--- config.mk ---
export PLATFORM = sky130hd
export DESIGN_NAME = title_screen_compositor_flat
export DESIGN_NICKNAME = d
export VERILOG_FILES = /design/src/rtl/title_screen_compositor_if.sv /design/src/rtl/title_screen_compositor.sv /design/src/flat_wrapper.sv
export SDC_FILE = /design/constraint.sdc
export NUM_CORES = 1
export LEC_CHECK = 0
export CORE_MARGIN = 5
export CORE_UTILIZATION = 48
export DETAILED_ROUTE_END_ITERATION = 8
export PLACE_DENSITY = 0.86
export SYNTH_ARGS = -nofsm -noshare
export SYNTH_HDL_FRONTEND = slang
export SYNTH_SLANG_ARGS = --single-unit
--- constraint.sdc ---
create_clock -name clk -period 6.9 [get_ports clk]
set_input_delay 1.725 -clock clk [delete_from_list [all_inputs] [get_ports clk]]
set_output_delay 1.725 -clock clk [all_outputs]
set_load 0.005 [all_outputs]
--- src/rtl/title_screen_compositor_if.sv ---
// ============================================================================
// Module  : title_screen_compositor_if
// Purpose : Layer bus between the compositor and the external bitmap modules.
// Rev     : 1.0 - initial release
// ============================================================================
`default_nettype none

interface title_screen_compositor_if #(
    parameter int N_LAYERS = 4
);
    logic [N_LAYERS*11-1:0] layerOffsetX;
    logic [N_LAYERS*11-1:0] layerOffsetY;
    logic [N_LAYERS-1:0]    layerInside;
    logic [N_LAYERS-1:0]    layerDR;
    logic [N_LAYERS*8-1:0]  layerRGB;

    modport master (
        output layerOffsetX,
        output layerOffsetY,
        output layerInside,
        input  layerDR,
        input  layerRGB
    );

    modport slave (
        input  layerOffsetX,
        input  layerOffsetY,
        input  layerInside,
        output layerDR,
        output layerRGB
    );
endinterface

`default_nettype wire

--- src/rtl/title_screen_compositor.sv ---
// ============================================================================
// Module  : title_screen_compositor
// Purpose : Places, slides in, blinks and priority-muxes title-screen layers.
// Rev     : 1.0 - initial release
// ============================================================================
`default_nettype none

module title_screen_compositor #(
    parameter int                     N_LAYERS    = 4,
    parameter logic [N_LAYERS*11-1:0] LAYER_X     = {N_LAYERS{11'd0}},
    parameter logic [N_LAYERS*11-1:0] LAYER_Y     = {N_LAYERS{11'd0}},
    parameter logic [N_LAYERS*11-1:0] LAYER_W     = {N_LAYERS{11'd32}},
    parameter logic [N_LAYERS*11-1:0] LAYER_H     = {N_LAYERS{11'd32}},
    parameter logic [N_LAYERS-1:0]    SLIDE_MASK  = N_LAYERS'(1),
    parameter logic [N_LAYERS-1:0]    BLINK_MASK  = N_LAYERS'(2),
    parameter logic [10:0]            SLIDE_START = 11'd480,
    parameter logic [10:0]            SLIDE_STEP  = 11'd4,
    parameter int                     BLINK_HALF  = 30
) (
    input  wire                        clk,
    input  wire                        resetN,
    input  wire                        startOfFrame,
    input  wire                        standBy,
    input  wire [10:0]                 pixelX,
    input  wire [10:0]                 pixelY,
    title_screen_compositor_if.master  layer_bus,
    output logic                       startScreenDR,
    output logic [7:0]                 startScreenRGB,
    output logic                       introDone
);

    localparam int                 C_CNT_W = (BLINK_HALF > 1) ? $clog2(BLINK_HALF) : 1;
    localparam logic [C_CNT_W-1:0] C_LAST  = C_CNT_W'(BLINK_HALF - 1);

    typedef enum logic [1:0] {
        S_IDLE  = 2'd0,
        S_SLIDE = 2'd1,
        S_SHOW  = 2'd2
    } state_t;

    state_t               r_state, w_state_nxt;
    logic [10:0]          r_slide_off, w_slide_nxt;
    logic [C_CNT_W-1:0]   r_blink_cnt, w_blink_cnt_nxt;
    logic                 r_blink_on, w_blink_on_nxt;

    logic [N_LAYERS*11-1:0] w_off_x, w_off_y, r_off_x, r_off_y;
    logic [N_LAYERS-1:0]    w_inside, r_inside, w_en;
    logic [7:0]             w_rgb;

    always_ff @(posedge clk or negedge resetN) begin
        if (!resetN) begin
            r_state     <= S_IDLE;
            r_slide_off <= SLIDE_START;
            r_blink_cnt <= '0;
            r_blink_on  <= 1'b1;
        end else begin
            r_state     <= w_state_nxt;
            r_slide_off <= w_slide_nxt;
            r_blink_cnt <= w_blink_cnt_nxt;
            r_blink_on  <= w_blink_on_nxt;
        end
    end

    always_comb begin
        w_state_nxt     = r_state;
        w_slide_nxt     = r_slide_off;
        w_blink_cnt_nxt = r_blink_cnt;
        w_blink_on_nxt  = r_blink_on;
        // Leaving standBy always wins, so a frame pulse in the same cycle is ignored.
        if (!standBy) begin
            w_state_nxt     = S_IDLE;
            w_slide_nxt     = SLIDE_START;
            w_blink_cnt_nxt = '0;
            w_blink_on_nxt  = 1'b1;
        end else begin
            case (r_state)
                S_IDLE: begin
                    w_state_nxt     = S_SLIDE;
                    w_slide_nxt     = SLIDE_START;
                    w_blink_cnt_nxt = '0;
                    w_blink_on_nxt  = 1'b1;
                end
                S_SLIDE: begin
                    if (r_slide_off == 11'd0) begin
                        w_state_nxt = S_SHOW;
                    end else if (startOfFrame) begin
                        w_slide_nxt = r_slide_off -
                            ((r_slide_off < SLIDE_STEP) ? r_slide_off : SLIDE_STEP);
                    end
                end
                S_SHOW: begin
                    if (startOfFrame) begin
                        if (r_blink_cnt == C_LAST) begin
                            w_blink_cnt_nxt = '0;
                            w_blink_on_nxt  = ~r_blink_on;
                        end else begin
                            w_blink_cnt_nxt = r_blink_cnt + 1'b1;
                        end
                    end
                end
                default: w_state_nxt = S_IDLE;
            endcase
        end
    end

    assign introDone = (r_state == S_SHOW);

    for (genvar gi = 0; gi < N_LAYERS; gi++) begin : g_layer
        logic signed [11:0] w_eff_y, w_eff_y_end, w_py, w_dy;
        logic        [11:0] w_x_end;
        logic               w_in;

        // Vertical placement is signed so a layer parked above the screen stays outside.
        assign w_eff_y     = $signed({1'b0, LAYER_Y[gi*11 +: 11]}) -
                             (SLIDE_MASK[gi] ? $signed({1'b0, r_slide_off}) : 12'sd0);
        assign w_eff_y_end = w_eff_y + $signed({1'b0, LAYER_H[gi*11 +: 11]});
        assign w_py        = $signed({1'b0, pixelY});
        assign w_dy        = w_py - w_eff_y;
        assign w_x_end     = {1'b0, LAYER_X[gi*11 +: 11]} + {1'b0, LAYER_W[gi*11 +: 11]};
        assign w_in        = ({1'b0, pixelX} >= {1'b0, LAYER_X[gi*11 +: 11]}) &&
                             ({1'b0, pixelX} < w_x_end) &&
                             (w_py >= w_eff_y) && (w_py < w_eff_y_end);

        assign w_inside[gi]        = w_in;
        assign w_off_x[gi*11 +: 11] = w_in ? (pixelX - LAYER_X[gi*11 +: 11]) : 11'd0;
        assign w_off_y[gi*11 +: 11] = w_in ? w_dy[10:0] : 11'd0;
    end

    always_ff @(posedge clk or negedge resetN) begin
        if (!resetN) begin
            r_off_x  <= '0;
            r_off_y  <= '0;
            r_inside <= '0;
        end else begin
            r_off_x  <= w_off_x;
            r_off_y  <= w_off_y;
            r_inside <= w_inside;
        end
    end

    assign layer_bus.layerOffsetX = r_off_x;
    assign layer_bus.layerOffsetY = r_off_y;
    assign layer_bus.layerInside  = r_inside;

    assign w_en = layer_bus.layerDR & {N_LAYERS{standBy}} &
                  ~(BLINK_MASK & {N_LAYERS{~r_blink_on}});

    always_comb begin
        w_rgb = 8'h00;
        for (int i = N_LAYERS - 1; i >= 0; i--) begin
            if (w_en[i]) w_rgb = layer_bus.layerRGB[i*8 +: 8];
        end
    end

    always_ff @(posedge clk or negedge resetN) begin
        if (!resetN) begin
            startScreenDR  <= 1'b0;
            startScreenRGB <= 8'h00;
        end else begin
            startScreenDR  <= |w_en;
            startScreenRGB <= w_rgb;
        end
    end

endmodule

`default_nettype wire

--- src/flat_wrapper.sv ---
// flat-port wrapper written by rule: the top's interface ports become plain ports
module title_screen_compositor_flat 
#(
    parameter int                     N_LAYERS    = 4,
    parameter logic [N_LAYERS*11-1:0] LAYER_X     = {N_LAYERS{11'd0}},
    parameter logic [N_LAYERS*11-1:0] LAYER_Y     = {N_LAYERS{11'd0}},
    parameter logic [N_LAYERS*11-1:0] LAYER_W     = {N_LAYERS{11'd32}},
    parameter logic [N_LAYERS*11-1:0] LAYER_H     = {N_LAYERS{11'd32}},
    parameter logic [N_LAYERS-1:0]    SLIDE_MASK  = N_LAYERS'(1),
    parameter logic [N_LAYERS-1:0]    BLINK_MASK  = N_LAYERS'(2),
    parameter logic [10:0]            SLIDE_START = 11'd480,
    parameter logic [10:0]            SLIDE_STEP  = 11'd4,
    parameter int                     BLINK_HALF  = 30
)
  (clk, resetN, startOfFrame, standBy, pixelX, pixelY, startScreenDR, startScreenRGB, introDone, layer_bus_layerOffsetX, layer_bus_layerOffsetY, layer_bus_layerInside, layer_bus_layerDR, layer_bus_layerRGB);
  title_screen_compositor_if #(.N_LAYERS(N_LAYERS)) layer_bus_i ();
  input  wire clk;
  input  wire resetN;
  input  wire startOfFrame;
  input  wire standBy;
  input  wire [10:0] pixelX;
  input  wire [10:0] pixelY;
  output logic startScreenDR;
  output logic [7:0] startScreenRGB;
  output logic introDone;
  output wire logic [$bits(layer_bus_i.layerOffsetX)-1:0] layer_bus_layerOffsetX;
  output wire logic [$bits(layer_bus_i.layerOffsetY)-1:0] layer_bus_layerOffsetY;
  output wire logic [$bits(layer_bus_i.layerInside)-1:0] layer_bus_layerInside;
  input wire logic [$bits(layer_bus_i.layerDR)-1:0] layer_bus_layerDR;
  input wire logic [$bits(layer_bus_i.layerRGB)-1:0] layer_bus_layerRGB;
  assign layer_bus_layerOffsetX = layer_bus_i.layerOffsetX;
  assign layer_bus_layerOffsetY = layer_bus_i.layerOffsetY;
  assign layer_bus_layerInside = layer_bus_i.layerInside;
  assign layer_bus_i.layerDR = layer_bus_layerDR;
  assign layer_bus_i.layerRGB = layer_bus_layerRGB;
  title_screen_compositor #(.N_LAYERS(N_LAYERS), .LAYER_X(LAYER_X), .LAYER_Y(LAYER_Y), .LAYER_W(LAYER_W), .LAYER_H(LAYER_H), .SLIDE_MASK(SLIDE_MASK), .BLINK_MASK(BLINK_MASK), .SLIDE_START(SLIDE_START), .SLIDE_STEP(SLIDE_STEP), .BLINK_HALF(BLINK_HALF)) u_core (.clk(clk), .resetN(resetN), .startOfFrame(startOfFrame), .standBy(standBy), .pixelX(pixelX), .pixelY(pixelY), .layer_bus(layer_bus_i), .startScreenDR(startScreenDR), .startScreenRGB(startScreenRGB), .introDone(introDone));
endmodule
==> flow_summary_export.csv, run 1 <==
group,metric,value,unit
run_status,status,"complete, no violations",
yosys,yosysWarnings,0,
yosys,syn_avg_cell_area,9.56,sq um
cts,cts-buffers-inserted,9,
routing,first_pass_iters,7,
yosys,synth.distinct_cells,61,
sta,worst_pin_slew,1.05,ns
routing,drtIter0Drc,209,
cts,cts_tree,"built",
critical_path,crit_chain,"clkdlybuf4s50_1 -> inv_1 -> ha_1 -> fa_1 -> nand2b_1 -> a21oi_1 -> o41a_1 -> o2111ai_2 -> a221oi_4 -> o41a_2",
critical_path,slowest_stage,"a221oi_4",
cts,cts_resized,0,
finish,area_growth,37.3,%
sta,fmax,228,MHz
global_routing,antenna_found_initial,0,
floorplan,die_w,105,microns
min_path,hold_end,"u_core.r_blink_cnt[4]",
sta,rsz0062_at_grt,"false",
min_path,min_from,"u_core.r_blink_cnt[4]",
critical_path,start_kind,"input pin",
global_routing,grt_max_degree,75,
routing,vias,3764,
critical_path,slowest_delay,0.54,ns
sta,relSlewSlack,0.296,
flow_run,cap_violations,0,
cts,root_buffer,"clkbuf_8",
sta,finClkSkew,0.00809,ns
floorplan,coreArea,8760,sq um
critical_path,r2r_cells,13,
placement,place.gp.congestion,0.943,
min_path,hold_path_depth,2,
yosys,synth_area,4340,sq um
sta,finalSetupViolations,0,
finish,drive_gt1_frac,0.0577,
critical_path,r2r-end,"u_core.layer_bus.layerOffsetY[9]",
critical_path,path_max_fanout,16,
sta,hold_viol_final,0,
floorplan,rows,34,
critical_path,endpoint_kind,"flop",
power,powerDensity,172,nW/um^2
cts,post_cts_buffers,0,
finish,final_cells,697,
yosys,synth-seq-area-share,0.428,
yosys,async_flop_share,1.00,
sta,fin_tns_setup,0,ns
routing,viasPerCell,5.40,
routing,wire_per_inst,15.9,microns
finish,num-nets-final,669,
floorplan,ioPinCount,164,
placement,dp_hpwl,8560,microns
global_routing,grt_util_all_layers,0.198,
min_path,hp-class,"flop to flop",
sta,maxSlewViolCount,0,
global_routing,grt_pass1_vias,3782,
global_routing,grt_overflow,0,
yosys,postSynthCellCount,454,
critical_path,crit_type,"input pin to flop",
cts,cts_hold_buffers,0,
yosys,ys.flop_type,"dfrtp_1",
sta,setup_slack,2.51,ns
yosys,synth-seq-cells,74,
routing,wl,11100,microns
floorplan,initial_core_util,0.495,
sta,timing.final.crit_period,4.39,ns
cts,cts_max_path_buffers,2,
power,ir_drop,0.0927,mV
critical_path,cp.arrival,4.68,ns
cts,h-tree-depth,3,
cts,clock_latency,0.35,ns
placement,post-place-cells,681,
critical_path,required,7.19,ns
cts,cts.clk_slew.worst_paths,0.08,ns
critical_path,r2r-start,"u_core.r_slide_off[2]",
finish,diodes,0,
cts,cts.sinks,74,
placement,port_buffers,163,
routing,drc_errors,0,
placement,dp_slack,2.18,ns
power,finalPower,1.02,mW
power,leakage,2.58,nW
routing,antenna_left,0,
sta,fin_crit_sh,0.636,
floorplan,dieHeight,105,microns
critical_path,r2r_setup_slack,2.69,ns
floorplan,dieArea,11000,sq um
yosys,synth_edf_count,0,
global_routing,grt_pass1_wl,18300,microns
[per-stage QoR]
| step | instance area, sq um | util | hold WS [ns] |
|---|---|---|---|
| after CTS | 5960 | 0.680 | 0.543 |
| after global placement | 5750 | 0.656 | 0.505 |
| after detailed placement | 5750 | 0.656 | 0.527 |
| after global routing | 5960 | 0.680 | 0.578 |
| after floorplan | 4410 | - | 0.488 |
| final | 5960 | 0.680 | 0.542 |
[flip-flops by register name (all words and copies together) (netlist names)]
name and count:
u_core.r_state 2, u_core.layer_bus.layerOffsetY 22, u_core.startScreenDR 1, u_core.startScreenRGB 8, u_core.layer_bus.layerOffsetX 22, u_core.layer_bus.layerInside 2
u_core.r_blink_cnt 5, u_core.r_slide_off 11, u_core.r_blink_on 1
[cell usage in the layout (no fill, tap or decap), types with 3 or more instances in the layout]
| cell | count |
|---|---|
| o21a_1 | 5 |
| nand3_1 | 14 |
| nand2_1 | 40 |
| inv_1 | 19 |
| clkbuf_8 | 9 |
| and3_1 | 3 |
| dfstp_2 | 5 |
| a211oi_1 | 3 |
| a21o_1 | 3 |
| conb_1 | 20 |
| nor3_1 | 10 |
| a22oi_1 | 7 |
| xor2_1 | 9 |
| o21ai_0 | 30 |
| nand2b_1 | 8 |
| nor4_1 | 6 |
| a21oi_1 | 23 |
| dfrtp_1 | 69 |
| a22o_1 | 8 |
| ha_1 | 22 |
| clkdlybuf4s50_1 | 162 |
| nand3b_1 | 3 |
| and2_1 | 21 |
| xnor2_1 | 7 |
| and3b_1 | 3 |
| or2_2 | 3 |
| nor2b_1 | 7 |
| inv_6 | 3 |
| nor2_1 | 22 |
[area by class of cell]
cell class | instances | area (sq um)
Clock inverter | 7 | 82.6
Inverter | 19 | 71.3
Fill cell | 664 | 2810
Multi-Input combinational cell | 316 | 2050
Sequential cell | 74 | 1860
Clock buffer | 9 | 124
Tap cell | 108 | 135
Timing Repair Buffer | 164 | 1640
[routing by layer]
| layer | global-route usage | up-vias | routed length [microns] |
|---|---|---|---|
| met1 | 0.232 | 1768 | 4310 |
| met4 | 0.0557 | 0 | 162 |
| met3 | 0.0561 | 19 | 926 |
| met2 | 0.354 | 192 | 5700 |
| met5 | 0 | - | 0 |
| li1 | - | 1785 | - |
[report_power, final]
group          internal [mW]  switching (mW)
sequential             0.446          0.0112
combinational          0.107           0.101
clock                  0.173           0.185
[cells by family after synthesis]
group                      after synthesis  synth area share
buffers and inverters                   82             0.115
adders and majority gates               23            0.0681
AOI/OAI and AO/OA                      102             0.162
DFF                                     74             0.428
and+or+nand+nor                        154             0.191
xor gates and xnor gates                16            0.0323
other                                    2           0.00173
muxes                                    1           0.00231
[worst max-delay path by stage]
stage | from | endpoint | slack (ns) | depth (start not counted)
CTS | pixelY[0] | u_core.layer_bus.layerOffsetY[9] | 2.54 | 10
global placement | pixelY[0] | u_core.layer_bus.layerOffsetY[9] | 2.27 | 10
global route | pixelY[0] | u_core.layer_bus.layerOffsetY[2] | 2.31 | 10
finish | pixelY[0] | u_core.layer_bus.layerOffsetY[9] | 2.51 | 10
detailed placement | pixelY[0] | u_core.layer_bus.layerOffsetY[9] | 2.18 | 10
floorplan | pixelY[0] | u_core.layer_bus.layerOffsetY[9] | 3.09 | 10
[cell usage after synthesis (all sizes together), types with 3 or more instances]
| library cell | count | share of area |
|---|---|---|
| o21a | 5 | 0.0087 |
| and2 | 21 | 0.030 |
| dfstp | 5 | 0.030 |
| a211oi | 3 | 0.0052 |
| xnor2 | 7 | 0.014 |
| o21ai | 31 | 0.038 |
| inv | 19 | 0.016 |
| and3b | 3 | 0.0061 |
| buf | 52 | 0.089 |
| or2 | 3 | 0.0043 |
| nor2b | 7 | 0.010 |
| a22o | 8 | 0.016 |
| a22oi | 7 | 0.012 |
| nor2 | 22 | 0.019 |
| nand3b | 3 | 0.0052 |
| a21o | 3 | 0.0052 |
| nor4 | 7 | 0.014 |
| ha | 22 | 0.063 |
| and3 | 3 | 0.0043 |
| nand2b | 8 | 0.012 |
| nor3 | 10 | 0.012 |
| a21oi | 23 | 0.027 |
| nand2 | 40 | 0.035 |
| clkbuf | 11 | 0.0095 |
| dfrtp | 69 | 0.40 |
| xor2 | 9 | 0.018 |
| nand3 | 14 | 0.016 |
[worst max-delay path: cells and delay by family]
kind,cells,cell delay (ns)
AOI/OAI and AO/OA,5,1.63
adders and majority gates,2,0.60
buffers and inverters,2,0.53
and+or+nand+nor,1,0.18
Note: power is estimated with default switching activity, not from simulation.
==> run 2: changes to the inputs <==
CORE_UTILIZATION = 40   (was 48)
PLACE_DENSITY = 0.77   (was 0.86)
clock period = 3.6 ns   (was 6.9 ns; I/O delays follow)
==> run 2 against run 1 <==
The flow now finishes with violations (negative setup slack); combinational power grew 110%; utilization shrank 9.7 points; non-clock buffer count grew 24; register-to-register slack lost 2.8 ns; power grew 92%; sequential power grew 90%; wire length grew 4.9%; clock skew grew 0.0080 ns; via count grew 0.96%; worst setup slack lost 2.6 ns; clock-buffer cell count is the same; critical endpoint is now u_core.layer_bus.layerOffsetX[1].
==> flow_summary_export.csv, run 2 (same netlist as run 1, synthesis figures left out) <==
group,metric,value,unit
run_status,status,"complete, but fails checks",
run_status,violations,"negative setup slack",
critical_path,crit_buf_inv,1,
critical_path,endpoint_kind,"flop",
floorplan,coreArea,10700,sq um
cts,cts.clk_slew.worst_paths,0.09,ns
cts,clock_latency,0.36,ns
critical_path,r2r_setup_slack,-0.08,ns
global_routing,antenna_found_initial,0,
min_path,hp-class,"flop to flop",
sta,timing.final.crit_period,3.68,ns
critical_path,cp_top_family,"simple AND/OR/NAND/NOR gates",
floorplan,die_w,114,microns
sta,fin_crit_sh,1.02,
placement,dp_slack,-0.0748,ns
sta,relSlewSlack,0.539,
placement,dp_hpwl,9060,microns
cts,cts.sinks,74,
finish,most-common-layout-cells,"clkdlybuf4s50_1, dfrtp_1, nand2_1",
critical_path,slowest_stage,"or4_4",
sta,worst_pin_slew,0.691,ns
global_routing,grt_pass1_vias,3629,
critical_path,slowest_delay,0.55,ns
routing,viasPerCell,5.05,
cts,cts_max_path_buffers,2,
global_routing,grt_overflow,0,
global_routing,grt_pass1_wl,17900,microns
finish,area_growth,44.3,%
sta,finalSetupViolations,11,
sta,finClkSkew,0.0161,ns
sta,maxSlewViolCount,0,
power,leakage,2.73,nW
critical_path,required,3.88,ns
finish,multi_input_area,2100,sq um
routing,vias,3800,
routing,antenna_left,0,
sta,setup_slack,-0.0780,ns
critical_path,crit_chain,"or4_4 -> o31a_1 -> or2_4 -> xnor2_2 -> ha_1 -> a211oi_2 -> nor2_1 -> nor4_1 -> nand3_1 -> a221oi_4 -> clkbuf_16 -> and2_1",
finish,final_cells,753,
floorplan,rows,38,
floorplan,initial_core_util,0.404,
cts,cts-buffers-inserted,9,
critical_path,start_kind,"flop",
finish,diodes,0,
critical_path,crit_type,"flop to flop",
global_routing,grt_util_all_layers,0.172,
flow_run,cap_violations,0,
placement,place.gp.congestion,0.927,
finish,num-nets-final,693,
cts,h-tree-depth,3,
routing,wl,11600,microns
floorplan,dieHeight,114,microns
finish,final_common_cell,"clkdlybuf4s50_1",
finish,fillers,917,
cts,root_buffer,"clkbuf_8",
critical_path,path_max_fanout,8,
placement,post-place-cells,729,
floorplan,dieArea,13000,sq um
global_routing,grt_max_degree,32,
power,ir_drop,0.189,mV
power,powerDensity,314,nW/um^2
sta,hold_viol_final,0,
placement,port_buffers,163,
finish,drive_gt1_frac,0.108,
finish,seqCellArea,1860,sq um
routing,drtIter0Drc,183,
routing,first_pass_iters,4,
sta,fmax,272,MHz
floorplan,ioPinCount,164,
routing,drc_errors,0,
routing,wire_per_inst,15.5,microns
cts,cts_tree,"built",
critical_path,cp.arrival,3.96,ns
[run 2: layout make-up]
class                   instances  share of cell area
clock buffers                   9              0.0198
clock inverters                 7              0.0124
inverters                      19              0.0114
multi-input cells             316               0.335
flip-flops and latches         74               0.297
well taps                     140              0.0280
repair buffers                188               0.297
[run 2: worst reg2reg max path, stage by stage, from the launching register on]
cell and delay (ns):
dfstp_2 0.41, or4_4 0.55, o31a_1 0.39, or2_4 0.27
xnor2_2 0.13, ha_1 0.31, a211oi_2 0.25, nor2_1 0.08
nor4_1 0.32, nand3_1 0.19, a221oi_4 0.35, clkbuf_16 0.22
and2_1 0.15
[run 2: report_power, final]
group	leakage (nW)	switching (mW)	internal, mW
Sequential	0.959	0.0151	0.855
Combinational	1.67	0.205	0.232
Clock	0.105	0.333	0.327
[run 2: stage by stage]
stage	instance area, sq um	setup TNS [ns]	power, mW	utilization	hold slack, ns
6_report	6260	-0.377	1.97	0.583	0.544
5_1_grt	6260	-1.10	2.07	0.583	0.591
4_1_cts	6140	0	1.97	0.571	0.547
3_5_place_dp	5930	-0.690	1.31	0.552	0.527
3_3_place_gp	5930	0	1.30	0.552	0.510
2_1_floorplan	4410	0	1.10	-	0.488
[run 2: worst paths after layout]
check | start | end | cells past startpoint
min in group asynchronous | resetN | u_core.r_slide_off[10] | 1
worst min-delay path | u_core.r_blink_cnt[4] | u_core.r_blink_cnt[4] | 2
worst min register to register | u_core.r_blink_cnt[4] | u_core.r_blink_cnt[4] | 2
worst max-delay path | u_core.r_slide_off[5] | u_core.layer_bus.layerOffsetX[1] | 12
worst max register to register | u_core.r_slide_off[5] | u_core.layer_bus.layerOffsetX[1] | 12
max in group asynchronous | resetN | u_core.r_slide_off[5] | 2
[run 2: per-layer routing]
| layer | vias up | share of wire | global-route usage |
|---|---|---|---|
| li1 | 1827 | - | - |
| met1 | 1807 | 0.38 | 0.196 |
| met4 | 0 | 0.017 | 0.0523 |
| met3 | 18 | 0.076 | 0.0513 |
| met5 | - | 0 | 0 |
| met2 | 148 | 0.52 | 0.308 |
[run 2: repair_timing]
item,in CTS,in global routing
hold buffers,0,0
gates resized for setup,1,10
pin swaps,0,6
setup buffers,0,7
endpoints found under the setup margin,15,16
cloned,0,1
